## src/rtl/gcd_fifo_sequencer.sv

```systemverilog
// Read-side sequencer between the operand FIFO and the GCD engine.
// Pops A/B pairs, runs the engine (or bypasses on a zero operand) and hands off the result.
module gcd_fifo_sequencer #(
  parameter int DATA_WIDTH = 4,
  parameter int TIMEOUT    = 64,
  parameter int CNT_WIDTH  = 8
) (
  input  logic                  clk_i,
  input  logic                  rst_ni,
  input  logic                  fifo_empty_i,
  input  logic [DATA_WIDTH-1:0] fifo_data_i,
  output logic                  fifo_rd_en_o,
  output logic                  gcd_start_o,
  output logic [DATA_WIDTH-1:0] gcd_a_o,
  output logic [DATA_WIDTH-1:0] gcd_b_o,
  input  logic                  gcd_done_i,
  input  logic [DATA_WIDTH-1:0] gcd_result_i,
  output logic                  res_valid_o,
  input  logic                  res_ready_i,
  output logic [DATA_WIDTH-1:0] res_data_o,
  output logic                  timeout_o,
  output logic [CNT_WIDTH-1:0]  pair_cnt_o
);

  localparam int TW = $clog2(TIMEOUT);

  typedef enum logic [2:0] {
    IDLE, RD_A, CAP_A, RD_B, CAP_B, START, WAIT, OUT
  } state_t;

  state_t                state;
  state_t                state_nxt;
  logic [DATA_WIDTH-1:0] a_q;
  logic [DATA_WIDTH-1:0] b_q;
  logic [DATA_WIDTH-1:0] res_q;
  logic [TW-1:0]         tmo_cnt;
  logic                  tmo_q;
  logic [CNT_WIDTH-1:0]  cnt_q;
  logic                  bypass;
  logic                  tmo_hit;

  // gcd(x,0)=x and gcd(0,0)=0, so a zero operand never needs the engine
  assign bypass  = (a_q == '0) || (fifo_data_i == '0);
  assign tmo_hit = (tmo_cnt == TW'(TIMEOUT - 1));

  assign gcd_a_o    = a_q;
  assign gcd_b_o    = b_q;
  assign res_data_o = res_q;
  assign timeout_o  = tmo_q;
  assign pair_cnt_o = cnt_q;

  // State register
  always_ff @(posedge clk_i) begin
    if (!rst_ni) state <= IDLE;
    else         state <= state_nxt;
  end

  // Next-state and Moore outputs; the pop is qualified by empty
  always_comb begin
    state_nxt    = state;
    fifo_rd_en_o = 1'b0;
    gcd_start_o  = 1'b0;
    res_valid_o  = 1'b0;
    unique case (state)
      IDLE:  state_nxt = RD_A;
      RD_A: begin
        if (!fifo_empty_i) begin
          fifo_rd_en_o = 1'b1;
          state_nxt    = CAP_A;
        end
      end
      CAP_A: state_nxt = RD_B;
      RD_B: begin
        if (!fifo_empty_i) begin
          fifo_rd_en_o = 1'b1;
          state_nxt    = CAP_B;
        end
      end
      CAP_B: state_nxt = bypass ? OUT : START;
      START: begin
        gcd_start_o = 1'b1;
        state_nxt   = WAIT;
      end
      WAIT: begin
        if (gcd_done_i || tmo_hit) state_nxt = OUT;
      end
      OUT: begin
        res_valid_o = 1'b1;
        if (res_ready_i) state_nxt = RD_A;
      end
      default: state_nxt = IDLE;
    endcase
  end

  // Operand, result, timeout and hand-off bookkeeping
  always_ff @(posedge clk_i) begin
    if (!rst_ni) begin
      a_q     <= '0;
      b_q     <= '0;
      res_q   <= '0;
      tmo_cnt <= '0;
      tmo_q   <= 1'b0;
      cnt_q   <= '0;
    end else begin
      case (state)
        CAP_A: a_q <= fifo_data_i;
        CAP_B: begin
          b_q <= fifo_data_i;
          if (bypass) res_q <= a_q | fifo_data_i;
        end
        START: tmo_cnt <= '0;
        WAIT: begin
          if (gcd_done_i) begin
            res_q <= gcd_result_i;
          end else if (tmo_hit) begin
            tmo_q <= 1'b1;
            res_q <= '0;
          end else begin
            tmo_cnt <= tmo_cnt + 1'b1;
          end
        end
        OUT: begin
          if (res_ready_i) cnt_q <= cnt_q + 1'b1;
        end
        default: ;
      endcase
    end
  end

endmodule
```

## config.mk

```make
export PLATFORM = sky130hd
export DESIGN_NAME = gcd_fifo_sequencer
export DESIGN_NICKNAME = d
export VERILOG_FILES = /design/src/rtl/gcd_fifo_sequencer.sv
export SDC_FILE = /design/constraint.sdc
export NUM_CORES = 1
export LEC_CHECK = 0
export CAP_MARGIN = 5
export CORE_UTILIZATION = 48
export DETAILED_ROUTE_END_ITERATION = 10
export GPL_TIMING_DRIVEN = 0
export PLACE_DENSITY_LB_ADDON = 0.25
export SLEW_MARGIN = 20
export SYNTH_ARGS = -nofsm -noshare
export SYNTH_HDL_FRONTEND = slang
export SYNTH_SLANG_ARGS = --single-unit
```

## constraint.sdc

```tcl
create_clock -name clk_i -period 2.15 [get_ports clk_i]
set_clock_uncertainty 0.1 [all_clocks]
set_input_delay 0.645 -clock clk_i [delete_from_list [all_inputs] [get_ports clk_i]]
set_output_delay 0.645 -clock clk_i [all_outputs]
set_load 0.1 [all_outputs]
```

==> results.yml <==
logic_synthesis:
  yosysMostFrequentCell: "dfxtp_1"
  ys_top_cells_by_count: "30 x dfxtp_1, 23 x nor2_1, 14 x nand2_1"
  netlist_instances: 163
  syn_nets: 178
  ys_warn_count: 0
  ys_async_sr_fraction_pct: 0
  syn_area_per_cell_um2: 8.889
  synth_seq_cells: 30
  synth_ff_type: "dfxtp_1"
  synth_area_mm2: 0.001449
  synth_top_area_cell: "dfxtp_1"
  yosysSeqAreaShare_pct: 41.45
  synth-edff-count: 0
  yosysTopAreaCellShare_pct: 41.45
  ys_types: 41
  synth_area_leaders: "dfxtp_1 41%, mux2i_1 8.3%, nor2_1 6.0%, a21oi_1 3.8%, nand2_1 3.6%"
worst_setup_path:
  critPathSlowestCell: "clkdlybuf4s50_1"
  path_delay_family: "simple AND/OR/NAND/NOR gates"
  cp.required_ps: 2320
  max_stage_delay_ps: 530
  critPathKind: "in -> reg"
  startpoint: "gcd_done_i"
  r2r-start: "state[1]"
  path_cells: "clkdlybuf4s50_1 > nand4bb_1 > o21bai_4 > or4_1 > o21ai_1"
  worstPathArrival_ps: 2300
  startpoint_type: "input pin"
  end_kind: "register"
  crit_fanout: 9
  path_buf_inv: 1
global_route:
  overflow: 0
  antenna_found_initial: 0
  grt_max_degree: 11
  grt_pass1_wl_mm: 5.451
  grt_usage_pct: 21.74
  grt_pass1_vias: 1170
placed_design:
  gp_congestion: 0.7877
  port_buffers: 36
  dpl_cell_area_mm2: 0.001859
  pre_cts_ws_ps: -1022
  place_inst: 230
  dp_hpwl_mm: 2.271
min_path:
  holdCritPathClass: "reg -> reg"
  hp-start: "res_data_o[2]"
layout:
  ff_latch_area_um2: 605.6
  antennaDiodeCount: 0
  stdcell_area_mm2: 0.002033
  multi_input_area_um2: 805.8
  nNetsFinal: 222
  n_fill_cell: 213
  drive_gt1_share_pct: 22.12
  synthToLayoutAreaGrowth_pct: 40.33
  final_cells: 239
  postLayoutCoreUtil_pct: 72.48
floorplanning:
  ioPinCount: 37
  core_mm2: 0.002805
  chipHeight_um: 56.94
  initial_core_util_pct: 51.65
  rows: 19
  design.die.area_mm2: 0.003242
  die_width_um: 56.94
cts:
  ctsHoldBuffers: 0
  clkSinkCount: 30
  cts.clk_slew.worst_paths_ps: 100
  root_buffer: "clkbuf_4"
  clk_latency_ps: 340
  cts_tree: "yes"
  cts_buffers: 5
  clockBufferDepth: 2
  cts_max_level: 2
pwr:
  powerDensity_mw_per_mm2: 677.8
  leakagePower_nw: 0.7756
  finalPower_mw: 1.378
  vdd.ir_drop.worst_uv: 471.3
sta:
  drv_slew: 0
  maxSlewHeadroom_pct: 63.47
  finalSetupViolCount: 0
  hold_slack_ps: 369.3
  fin_ws_ps: 15.41
  period_minus_slack_ps: 2135
  rsz0062_at_grt: "true"
  finalCritPeriodShare_pct: 99.28
  setup_tns_ps: 0
  worst_pin_slew_ps: 550.5
  timing.fmax_ghz: 0.4685
  hold_viol: 0
detailed_routing:
  vias_per_cell: 5.452
  vias: 1303
  antenna_left: 0
  wire_per_inst_um: 13.70
  drt_pass1_iterations: 7
  wirelength_mm: 3.274
  drcViolationCount: 6
  drtIter0Drc: 39
outcome:
  status: "complete, but fails checks"
  violations: "design-rule violations"
run:
  maxCapViolCount: 0
[cell type report]
type | count | area share (%)
Sequential cell | 30 | 29.78
Inverter | 4 | 0.7385
Buffer | 8 | 2.092
Timing Repair Buffer | 38 | 20.37
Tap cell | 31 | 1.908
Clock buffer | 6 | 2.523
Multi-Input combinational cell | 120 | 39.63
Clock inverter | 2 | 2.954
[final timing paths]
path	endpoint	slack [ps]	cells after the start
max reg2reg	tmo_cnt[3]	420	5
min	res_data_o[2]	370	2
max	tmo_cnt[3]	20	5
min reg2reg	res_data_o[2]	370	2
[registers in the layout, summed over array words and instances (netlist names)]
| register | cells |
|---|---|
| timeout_o | 1 |
| gcd_b_o | 4 |
| pair_cnt_o | 8 |
| tmo_cnt | 6 |
| gcd_a_o | 4 |
| state | 3 |
| res_data_o | 4 |
[what timing repair did]
action                     CTS  global route
pin swaps                    2             0
gates resized for setup     94             6
setup endpoints to repair   24             5
setup buffers                0             2
[placed cells by master, fill, tap and decap left out, types with 4 or more instances in the layout]
cell             count
a211o_1              4
a21oi_1             11
clkbuf_1             5
clkbuf_4             5
clkdlybuf4s15_2     19
clkdlybuf4s50_1     11
dfxtp_1             28
mux2i_1             12
nand2_1             14
nand3_1              4
nand4_1              5
nor2_1              23
nor3_1               4
xnor2_1              4
xor2_1               4
[power by group]
group	internal [mW]	switching, mW	total, mW	leakage (nW)
Clock	0.394	0.213	0.607	0.0585
Combinational	0.0722	0.117	0.189	0.474
Sequential	0.567	0.0152	0.582	0.243
Total	1.03	0.345	1.38	0.776
[cells by family after synthesis]
logic type	after synthesis	share of synthesized area [%]
AOI/OAI and AO/OA	30	16.06
xor gates and xnor gates	8	4.835
adders and majority gates	2	1.727
DFF	30	41.45
buffers and inverters	13	3.713
muxes	12	8.290
and+or+nand+nor	68	23.92
[layer usage]
layer / wire length (um) / vias up / GRT usage (%)
met5: 0 / - / 0
met4: 76 / 0 / 9.408
met3: 189 / 9 / 6.576
met2: 1502 / 41 / 34.45
met1: 1505 / 577 / 27.51
li1: - / 676 / -
[worst min-delay path: stages, from the launching register on]
cell and delay (ps):
dfxtp_1 320, nand2_1 50, mux2i_1 50
Power figures use the tool's default switching activity.
